$ cat src/rtl/input_pkg.sv
// Package for the input debounce bank.
// Holds the default counter widths shared by the bank top level and the per-lane module.
package input_pkg;

  // At 100 MHz: 2^18 cycles is about 2.6 ms of stable level before it is accepted.
  localparam int unsigned DEBOUNCE_CNT_W = 18;
  // 2^26 cycles is about 0.67 s of press before a long-press strobe.
  localparam int unsigned HOLD_CNT_W     = 26;
  // 2^24 cycles is about 168 ms between auto-repeat strobes.
  localparam int unsigned REPEAT_CNT_W   = 24;

endpackage

$ cat src/rtl/input_debounce_bank_if.sv
// Bus between the raw button pads and the input decoder.
//   in   : raw asynchronous inputs, 1 = pressed (driven by master)
//   out  : debounced level
//   ondn : one-cycle strobe on press
//   onup : one-cycle strobe on release
//   hold : one-cycle strobe when a press reaches the long-press threshold
//   rpt  : one-cycle auto-repeat strobe (0 when repeat is compiled out)
// The debouncer connects through the slave modport. The pad side and the
// consumer of the strobes connect through the master modport.
interface input_debounce_bank_if #(
  parameter int unsigned CHANNELS = 8
);
  logic [CHANNELS-1:0] in;
  logic [CHANNELS-1:0] out;
  logic [CHANNELS-1:0] ondn;
  logic [CHANNELS-1:0] onup;
  logic [CHANNELS-1:0] hold;
  logic [CHANNELS-1:0] rpt;

  modport master (
    output in,
    input  out, ondn, onup, hold, rpt
  );

  modport slave (
    input  in,
    output out, ondn, onup, hold, rpt
  );
endinterface

$ cat src/rtl/input_debounce_lane.sv
// One debounce lane. It contains a 2-flop synchroniser, the debounce counter,
// a saturating long-press counter and an optional auto-repeat counter.
// Macro INPUT_DEBOUNCE_REPEAT_EN builds the repeat counter. When the macro is
// undefined, rpt_o is 0.
// Ports: clk, rst (async, active-high), in_i (raw input), out_o (debounced level),
//        ondn_o/onup_o (press/release strobes), hold_o (long-press strobe),
//        rpt_o (auto-repeat strobe).
module input_debounce_lane
  import input_pkg::*;
#(
  parameter int unsigned CNT_W    = DEBOUNCE_CNT_W,
  parameter int unsigned HOLD_W   = HOLD_CNT_W,
  parameter int unsigned REPEAT_W = REPEAT_CNT_W
) (
  input  logic clk,
  input  logic rst,
  input  logic in_i,
  output logic out_o,
  output logic ondn_o,
  output logic onup_o,
  output logic hold_o,
  output logic rpt_o
);

  if (CNT_W < 1 || HOLD_W < 1 || REPEAT_W < 1) begin : g_param_check
    $error("input_debounce_lane: counter widths must be at least 1");
  end

  logic [1:0]        sync_q, sync_d;
  logic [CNT_W-1:0]  cnt_q, cnt_d;
  logic [HOLD_W-1:0] hold_cnt_q, hold_cnt_d;
  logic              out_q, out_d;
  logic              held_q, held_d;
  logic              ondn_q, ondn_d;
  logic              onup_q, onup_d;
  logic              hold_q, hold_d;
  logic              s;

  assign s = sync_q[1];

  always_comb begin
    sync_d     = {sync_q[0], in_i};
    cnt_d      = '0;
    out_d      = out_q;
    ondn_d     = 1'b0;
    onup_d     = 1'b0;
    hold_cnt_d = hold_cnt_q;
    held_d     = held_q;
    hold_d     = 1'b0;

    // Any cycle of agreement clears the count, so a glitch restarts the count.
    if (s != out_q) begin
      if (&cnt_q) begin
        out_d  = s;
        ondn_d = s;
        onup_d = ~s;
      end else begin
        cnt_d = cnt_q + 1'b1;
      end
    end

    if (!out_q) begin
      hold_cnt_d = '0;
      held_d     = 1'b0;
    end else begin
      if (!(&hold_cnt_q)) hold_cnt_d = hold_cnt_q + 1'b1;
      // Gating on out_d stops hold from firing in the same cycle as onup.
      if (out_d && (&hold_cnt_q) && !held_q) begin
        hold_d = 1'b1;
        held_d = 1'b1;
      end
    end
  end

  always_ff @(posedge clk or posedge rst) begin
    if (rst) begin
      sync_q     <= '0;
      cnt_q      <= '0;
      hold_cnt_q <= '0;
      out_q      <= 1'b0;
      held_q     <= 1'b0;
      ondn_q     <= 1'b0;
      onup_q     <= 1'b0;
      hold_q     <= 1'b0;
    end else begin
      sync_q     <= sync_d;
      cnt_q      <= cnt_d;
      hold_cnt_q <= hold_cnt_d;
      out_q      <= out_d;
      held_q     <= held_d;
      ondn_q     <= ondn_d;
      onup_q     <= onup_d;
      hold_q     <= hold_d;
    end
  end

`ifdef INPUT_DEBOUNCE_REPEAT_EN
  logic [REPEAT_W-1:0] rep_cnt_q, rep_cnt_d;
  logic                rpt_q, rpt_d;

  // The counter starts the cycle after hold fires. It wraps freely, so rpt
  // repeats every 2^REPEAT_W cycles.
  always_comb begin
    rep_cnt_d = '0;
    rpt_d     = hold_d;
    if (out_q && held_q) begin
      rep_cnt_d = rep_cnt_q + 1'b1;
      if (out_d && (&rep_cnt_q)) rpt_d = 1'b1;
    end
  end

  always_ff @(posedge clk or posedge rst) begin
    if (rst) begin
      rep_cnt_q <= '0;
      rpt_q     <= 1'b0;
    end else begin
      rep_cnt_q <= rep_cnt_d;
      rpt_q     <= rpt_d;
    end
  end

  assign rpt_o = rpt_q;
`else
  assign rpt_o = 1'b0;
`endif

  assign out_o  = out_q;
  assign ondn_o = ondn_q;
  assign onup_o = onup_q;
  assign hold_o = hold_q;

endmodule

$ cat src/rtl/input_debounce_bank.sv
// Multi-channel push-button and switch debouncer. The module creates one
// independent input_debounce_lane per channel. Each lane gives a debounced
// level, press and release strobes, a long-press strobe and an optional
// auto-repeat strobe.
// Macro INPUT_DEBOUNCE_REPEAT_EN builds the auto-repeat logic. When the macro
// is undefined, rpt is constant 0.
// Ports: clk, rst (async, active-high), bus (input_debounce_bank_if.slave:
//        in -> out/ondn/onup/hold/rpt, CHANNELS bits each).
module input_debounce_bank
  import input_pkg::*;
#(
  parameter int unsigned CHANNELS = 8,
  parameter int unsigned CNT_W    = DEBOUNCE_CNT_W,
  parameter int unsigned HOLD_W   = HOLD_CNT_W,
  parameter int unsigned REPEAT_W = REPEAT_CNT_W
) (
  input logic                  clk,
  input logic                  rst,
  input_debounce_bank_if.slave bus
);

  logic [CHANNELS-1:0] out_vec;
  logic [CHANNELS-1:0] ondn_vec;
  logic [CHANNELS-1:0] onup_vec;
  logic [CHANNELS-1:0] hold_vec;
  logic [CHANNELS-1:0] rpt_vec;

  for (genvar i = 0; i < CHANNELS; i++) begin : g_lane
    input_debounce_lane #(
      .CNT_W    (CNT_W),
      .HOLD_W   (HOLD_W),
      .REPEAT_W (REPEAT_W)
    ) u_lane (
      .clk    (clk),
      .rst    (rst),
      .in_i   (bus.in[i]),
      .out_o  (out_vec[i]),
      .ondn_o (ondn_vec[i]),
      .onup_o (onup_vec[i]),
      .hold_o (hold_vec[i]),
      .rpt_o  (rpt_vec[i])
    );
  end

  assign bus.out  = out_vec;
  assign bus.ondn = ondn_vec;
  assign bus.onup = onup_vec;
  assign bus.hold = hold_vec;
  assign bus.rpt  = rpt_vec;

endmodule
$ cat src/flat_wrapper.sv
// flat-port wrapper written by rule: the top's interface ports become plain ports
module input_debounce_bank_flat import input_pkg::*;
#(
  parameter int unsigned CHANNELS = 8,
  parameter int unsigned CNT_W    = DEBOUNCE_CNT_W,
  parameter int unsigned HOLD_W   = HOLD_CNT_W,
  parameter int unsigned REPEAT_W = REPEAT_CNT_W
)
  (clk, rst, bus_in, bus_out, bus_ondn, bus_onup, bus_hold, bus_rpt);
  input_debounce_bank_if #(.CHANNELS(CHANNELS)) bus_i ();
  input logic clk;
  input logic rst;
  input wire logic [$bits(bus_i.in)-1:0] bus_in;
  output wire logic [$bits(bus_i.out)-1:0] bus_out;
  output wire logic [$bits(bus_i.ondn)-1:0] bus_ondn;
  output wire logic [$bits(bus_i.onup)-1:0] bus_onup;
  output wire logic [$bits(bus_i.hold)-1:0] bus_hold;
  output wire logic [$bits(bus_i.rpt)-1:0] bus_rpt;
  assign bus_i.in = bus_in;
  assign bus_out = bus_i.out;
  assign bus_ondn = bus_i.ondn;
  assign bus_onup = bus_i.onup;
  assign bus_hold = bus_i.hold;
  assign bus_rpt = bus_i.rpt;
  input_debounce_bank #(.CHANNELS(CHANNELS), .CNT_W(CNT_W), .HOLD_W(HOLD_W), .REPEAT_W(REPEAT_W)) u_core (.clk(clk), .rst(rst), .bus(bus_i));
endmodule
$ cat config.mk
export PLATFORM = sky130hd
export DESIGN_NAME = input_debounce_bank_flat
export DESIGN_NICKNAME = d
export VERILOG_FILES = /design/src/rtl/input_pkg.sv /design/src/rtl/input_debounce_bank_if.sv /design/src/rtl/input_debounce_lane.sv /design/src/rtl/input_debounce_bank.sv /design/src/flat_wrapper.sv
export SDC_FILE = /design/constraint.sdc
export NUM_CORES = 1
export LEC_CHECK = 0
export CAP_MARGIN = 15
export CORE_MARGIN = 2
export CORE_UTILIZATION = 43
export DETAILED_ROUTE_END_ITERATION = 8
export GPL_ROUTABILITY_DRIVEN = 0
export PLACE_DENSITY = 0.64
export SETUP_SLACK_MARGIN = 0.2
export SLEW_MARGIN = 20
export SYNTH_ARGS = -nofsm -noshare
export SYNTH_HDL_FRONTEND = slang
export SYNTH_SLANG_ARGS = --single-unit
$ cat constraint.sdc
create_clock -name clk -period 17.11 [get_ports clk]
set_input_delay 4.2775 -clock clk [delete_from_list [all_inputs] [get_ports clk]]
set_output_delay 4.2775 -clock clk [all_outputs]
set_load 0.01 [all_outputs]
## After elaboration in Yosys (flattened, before gate mapping)

Cells that the tools add are included.

- Reduce and logical (&&, ||, !) cells: 40
- Bitwise gates (word level): 8
- Eq/ne operators: 24
- $add $sub $neg: 16
- Mux-type cells: 112

Operators with widths:

| kind | number |
|---|---|
| $mux W26 | 16 |
| $mux W18 | 16 |
| $add A26 B1 Y26 const B | 8 |
| $reduce_and A26 Y1 | 8 |
| $add A18 B1 Y18 const B | 8 |
| $reduce_and A18 Y1 | 8 |
| $mux W1 | 80 |
| $logic_and A1 B1 Y1 | 16 |
| $ne A2 B1 Y1 const B | 8 |
| $ne A2 B2 Y1 const B | 8 |
| $logic_not A1 Y1 | 8 |
| $ne A1 B1 Y1 | 8 |
| $not A1 Y1 | 8 |

- Word-level logic and storage cells: 264
- Flip-flop bits (word level): 408
- Output and inout bits: 40

## Logic depth before layout (Yosys ltp)

Gate-level depths: netlist of the first run.

- Depth in word-level cells: 7
- Depth in mapped cells: 8
- Depth with buffers taken out: 6

## By module

From an unflattened synthesis of the first run, not the netlist that was laid out.

- Cell total of the unflattened synthesis: 2056
- Area total of the unflattened synthesis: 20759.9 um^2

Modules (own cells, without submodules):

| module | area each (um^2) | instances | cells each |
|---|---|---|---|
| input_debounce_lane | 2595.0 | 8 | 257 |

## Worst setup path after synthesis of the first run

OpenSTA, ideal clock, no wires.

- Path kind: register to output
- From: reg u_core.g_lane[7].u_lane.out_q
- To: out bus_out[7]
- Data arrival time: 583 ps
- Stages on the path, launching flop included: 2
- Setup slack: 12250 ps
- Cell sequence: dfrtp_1 -> buf_4

RTL lines:

| item | line | text |
|---|---|---|
| from (decl) | input_debounce_lane.sv:32 | `logic out_q, out_d;` |
| from (signal assigned) | input_debounce_lane.sv:89 | `out_q <= out_d;` |
| to (decl) | flat_wrapper.sv:14 | `output wire logic [$bits(bus_i.out)-1:0] bus_out;` |

No word-level cell between the ends.

==> results of run 1 <==
routing by layer:
layer | vias to the layer above | part of all wire, % | global-route usage (%)
met3 | 57 | 3.2 | 2.50
li1 | 7164 | - | -
met4 | 0 | 2.3 | 5.09
met1 | 7115 | 48 | 20.9
met5 | - | 0 | 0
met2 | 175 | 47 | 25.8
stage by stage:
stage                     hold WS, ns  setup WS, ns  util, %
after floorplan                 0.331          1.48        -
after CTS                       0.350         10.27     48.4
after global placement          0.334          9.70     45.1
after detailed placement        0.336          9.67     45.1
final                           0.347         10.53     48.4
after global routing            0.353         10.03     48.4
worst max-delay path: stages:
cell             delay (ns)
clkdlybuf4s50_1        0.49
inv_8                  0.58
buf_4                  0.84
buf_4                  0.82
registers in the layout, summed over array words and instances, names as in the netlist:
register                         cells
u_core.g_lane.u_lane.ondn_o          8
u_core.g_lane.u_lane.onup_o          8
u_core.g_lane.u_lane.out_o           8
u_core.g_lane.u_lane.hold_o          8
u_core.g_lane.u_lane.hold_cnt_q    208
u_core.g_lane.u_lane.cnt_q         144
u_core.g_lane.u_lane.held_q          8
u_core.g_lane.u_lane.sync_q         16
final timing paths:
path / startpoint / endpoint / slack, ns / cells after the start
max: rst / u_core.g_lane[5].u_lane.cnt_q[17] / 10.53 / 4
min: u_core.g_lane[1].u_lane.sync_q[0] / u_core.g_lane[1].u_lane.sync_q[1] / 0.35 / 0
max reg2reg: u_core.g_lane[1].u_lane.hold_cnt_q[0] / u_core.g_lane[1].u_lane.hold_cnt_q[21] / 14.56 / 6
min reg2reg: u_core.g_lane[1].u_lane.sync_q[0] / u_core.g_lane[1].u_lane.sync_q[1] / 0.35 / 0
max in group clk: u_core.g_lane[5].u_lane.out_o / bus_out[5] / 10.99 / 1
min in group asynchronous: rst / u_core.g_lane[7].u_lane.hold_o / 4.26 / 2
power breakdown:
group	internal, uW	total [uW]	switching (uW)
clock network	591	982	391
logic	8.49	37.3	28.8
registers	972	978	6.74
final cells by class:
class | instances | share of cell area, %
Clock buffer | 68 | 6.19
Clock inverter | 13 | 0.550
Inverter | 39 | 0.683
Multi-Input combinational cell | 1506 | 41.6
Sequential cell | 408 | 45.3
Tap cell | 607 | 3.37
Timing Repair Buffer | 53 | 2.28
cells in the final DEF, fill, tap and decap left out, types with 11 or more instances in the layout:
cell	n
dfrtp_1	408
nor2_1	280
nand2_1	154
xnor2_1	146
nand3_1	140
xor2_1	102
nand4_1	76
a21oi_1	74
and3_1	51
clkbuf_16	47
nor3_1	46
o21ai_0	44
clkdlybuf4s50_1	41
and4_1	36
inv_1	35
or3_1	32
nand2b_1	27
and2_1	26
mux2i_1	25
nor4_1	25
a211oi_1	24
a31oi_1	18
nor3b_1	17
ha_1	16
clkbuf_8	14
buf_4	11
kinds of logic (layout without fill, tap and decap cells):
family,after synthesis,after routing,synth area share (%)
fa+ha+maj,16,16,0.985
xor+xnor,248,248,10.7
mux,30,30,1.51
buf+inv,152,173,3.80
compound gates,218,218,6.97
simple gates,986,986,25.8
other cells,1,8,0.0185
flops,408,408,50.3
==> summary.md, run 1 <==
| Metric | Value |
|---|---|
| Yosys top cell area share | 50.3% |
| Hold WC Path Type | flip-flop to flip-flop |
| Arrival time worst endpoint | just over 7 ns |
| CTS root buf | clkbuf_16 |
| TritonCTS clock tree | done |
| Least-Margin Pin Slew | 1.00 ns |
| Clock sink total | 408 |
| Power Total | 2000 uW |
| Layout cells sized above 1 | 6.76% |
| Area growth from synthesis to layout | 10.9% |
| Setup violations, final | 0 |
| Final period util | around two fifths |
| CTS Hold Bufs | 0 |
| RSZ-0062 raised after global routing | false |
| Worst Setup Start Kind | input port |
| Finished Layout Cells | 2694 |
| Leading area contributor after synthesis | dfrtp_1 |
| Synth Register Bits | 408 |
| Dpl cell area | 21000 sq um |
| Sequential fraction of the synthesis area | 50.3% |
| Minimum clock period | 6.58 ns |
| Global-route wire length before repair | 66900 um |
| Row cnt | between 70 and 80 |
| Synth Cell Area | 20300 sq um |
| Max Clock Skew | approximately 0.017 ns |
| All-Layer GR Usage | 15.6% |
| Drt wl/cell | 14.0 um |
| Ys Warns | 0 |
| WP data required | 17.67 ns |
| # fillers | 4270 |
| Power per Cell Area | 88.7 nW/um^2 |
| Slew Viols, Final | 0 |
| Die ar. | around 50000 sq um |
| Die Ht | 221 um |
| Critical path peak fanout | 117 |
| Dpl hpwl | around 24000 um |
| CP endpoint kind | asynchronous set/reset pin |
| Fin. Hold Viols | 0 |
| Die X-Extent | 221 um |
| Clock Path Buffers | 3 |
| Largest cells by area after synthesis | dfrtp_1, xnor2_1, nor2_1, xor2_1, nand3_1 |
| # resized after CTS | 0 |
| Leak | 0.00907 uW |
| Initial antenna violation count | 0 |
| Area of the multi-input gates | approximately 9400 sq um |
| Post-route DRC | 0 |
| Final Cell Area | 22500 sq um |
| Setup TNS | 0 ns |
| Number of synthesized flops with an enable pin | 0 |
| Setup bufs post-CTS | 0 |
| Slew HR | between 30 and 40% |
| Num CTS Buffers | 46 |
| Avg Cell Area, Syn | 9.87 sq um |
| Fmax | roughly 0.15 GHz |
| Ports | 50 |
| Synth cell types | 70 |
| FF+latch area | 10200 sq um |
| I/O Buffers | 41 |
| # nets final | between 2000 and 2500 |
| Fraction of registers with async set/reset | 100% |
| Total wire length | 37600 um |
| Starting density of the core | a little over two fifths |
| Status | completed |
| Routed vias | 14500 |
| Top_reg_cell synth | dfrtp_1 |
| Initial DRC Count | 790 |
| TritonRoute pass-1 iters | 5 |
| Largest net degree at the start of global routing | 118 |
| N_diodes | 0 |
| Max cap viols | 0 |
| Most common cell in the synthesized netlist | dfrtp_1 |
| DR vias/cell | 5.39 |
| CTS clk-pin slew, worst paths | about 0.050 ns |
| Placed Instances | 2612 |
| Syn Inst Count | 2059 |
| Worst vdd ir | 0.0000947 V |
| H-tree depth | 2 |
| Clock latency reported for the late side of the worst-skew pair | 0.57 ns |
| Vias in the first global route | 14300 |
| Antenna-violating nets left | 0 |
| Gr ovfl total | 0 |
| Post-synth top cells | dfrtp_1, nor2_1, nand2_1 |
| Placeable Area | approximately 47000 sq um |
| Setup Crit Path Kind | input port to asynchronous set/reset pin |
(Power assumes the default switching activity.)
==> run 2: changes to the inputs <==
Clock period 17.11 ns to 6.4 ns, I/O delays scaled along.
==> summary.md, run 2 (synthesized netlist as in run 1, its figures left out) <==
| Metric | Value |
|---|---|
| Ports | 50 |
| Worst path top cell family by delay | flip-flops |
| Hold_ws | 0.346 ns |
| CTS clk-pin slew, worst paths | 0.06 ns |
| Initial antenna violation count | 0 |
| Placeable Area | between 40000 and 50000 sq um |
| Slew Viols, Final | 0 |
| CTS root buf | clkbuf_16 |
| Max reg flops | 208 |
| Global-route wire length before repair | 65900 um |
| TritonRoute pass-1 iters | 5 |
| H-tree depth | 2 |
| Largest Register | u_core.g_lane.u_lane.hold_cnt_q |
| Hold WC Path Type | flip-flop to flip-flop |
| Max Clock Skew | between 0.01 and 0.015 ns |
| Starting density of the core | 43.6% |
| Crit path cell chain | clkdlybuf4s50_1 |
| Post-place setup slack | 2.91 ns |
| Power per Cell Area | about 240 nW/um^2 |
| R2R Path End | u_core.g_lane[1].u_lane.hold_cnt_q[17] |
| Critical path peak fanout | 17 |
| Arrival time worst endpoint | 1.85 ns |
| Gr ovfl total | 0 |
| Crit-path slowest cell | dfrtp_1 |
| Worst vdd ir | approximately 0.00022 V |
| Slew HR | 31.7% |
| Die X-Extent | 221 um |
| Post-route DRC | 0 |
| # nets final | around 2100 |
| # fillers | around 4300 |
| R2r setup slk | 3.78 ns |
| Final Util | 48.4% |
| Worst Setup Start Kind | flip-flop |
| Total wire length | 37000 um |
| Least-Margin Pin Slew | between 1 and 1.5 ns |
| Cells on worst reg2reg path | 6 |
| Setup bufs post-CTS | 0 |
| All-Layer GR Usage | 15.4% |
| Die ar. | 49000 sq um |
| CTS Hold Bufs | 0 |
| I/O Buffers | about 40 |
| Layout cells sized above 1 | 6.57% |
| Routed vias | ~15000 |
| RSZ-0062 raised after global routing | false |
| Row cnt | 79 |
| Worst path bufs/invs | 1 |
| Leak | between 0.009 and 0.01 uW |
| Drt wl/cell | 13.8 um |
| DR vias/cell | 5.39 |
| Largest regs | u_core.g_lane.u_lane.hold_cnt_q x208, u_core.g_lane.u_lane.cnt_q x144, u_core.g_lane.u_lane.sync_q x16 |
| CP endpoint kind | primary output |
| Dpl hpwl | 23500 um |
| Minimum clock period | 3.45 ns |
| Area growth from synthesis to layout | 11.0% |
| FF-to-FF Start | u_core.g_lane[1].u_lane.hold_cnt_q[0] |
| Status | completed |
| Max incr delay on CP | 0.64 ns |
| Max cap viols | 0 |
| Final period util | 53.9% |
| Hold EP | u_core.g_lane[7].u_lane.sync_q[1] |
| Setup Crit Path Kind | flip-flop to primary output |
| Initial DRC Count | 840 |
| Setup violations, final | 0 |
| Die Ht | 221 um |
| Commonest non-fill, non-tap cell in the layout | dfrtp_1 |
| N_diodes | 0 |
| Clock Path Buffers | 3 |
| Clock sink total | around 410 |
| Area of the multi-input gates | 9380 sq um |
| FF+latch area | 10200 sq um |
| Clock latency reported for the late side of the worst-skew pair | 0.57 ns |
| Largest net degree at the start of global routing | around 160 |
| Hold depth | 0 |
| Fmax | 0.290 GHz |
| TritonCTS clock tree | done |
| Vias in the first global route | 14200 |
| # resized after CTS | 0 |
| Setup TNS | 0 ns |
| PnR worst setup slack | 2.95 ns |
| WP data required | 4.80 ns |
| Hold path startpoint | u_core.g_lane[7].u_lane.sync_q[0] |
| Num CTS Buffers | 46 |
| Antenna-violating nets left | 0 |
| Fin. Hold Viols | 0 |
| Most frequent cells in the layout | dfrtp_1, nor2_1, nand2_1 |
run 2: cell types whose count changed in the layout (fill, tap and decap cells not counted), moves of 2 or more:
cell / before / now
clkinvlp_4: 2 / 5
clkinv_2: 8 / 3
bufinv_16: 2 / 4
buf_4: 11 / 9
clkbuf_8: 14 / 11
run 2: how the worst max path moves through the flow:
stage	slack (ns)	start	depth (start not counted)	end
after floorplan	-0.70	rst	1	u_core.g_lane[0].u_lane.cnt_q[0]
after global placement	2.94	rst	4	u_core.g_lane[7].u_lane.hold_cnt_q[22]
after detailed placement	2.91	rst	4	u_core.g_lane[6].u_lane.hold_o
after CTS	2.90	u_core.g_lane[5].u_lane.out_o	1	bus_out[5]
after global routing	2.85	u_core.g_lane[5].u_lane.out_o	1	bus_out[5]
final	2.95	u_core.g_lane[5].u_lane.out_o	1	bus_out[5]
run 2: metal layers:
layer | wire length, um | track usage, % | vias up
met3 | 1130 | 2.35 | 59
met2 | 17100 | 25.3 | 146
met1 | 17900 | 20.7 | 7130
met5 | 0 | 0 | -
met4 | 857 | 5.46 | 0
li1 | - | - | 7173
run 2: layout make-up:
cell class	instances	area share, %
clock buffers	66	6.02
well taps	607	3.37
multi-input cells	1506	41.6
flip-flops and latches	408	45.3
repair buffers	52	2.30
clock inverters	13	0.810
inverters	39	0.666
run 2: power breakdown:
part	switching (uW)	internal [uW]
clock	1050	1630
sequential	18.1	2600
combinational	76.9	23.1
total	1140	4250
run 2: stage by stage:
stage	total power [uW]	cells	instance area [sq um]
2_1_floorplan	2740	2066	20300
3_3_place_gp	2760	2612	21000
3_5_place_dp	2770	2612	21000
4_1_cts	5500	2691	22600
5_1_grt	5610	2691	22600
6_report	5390	2691	22600
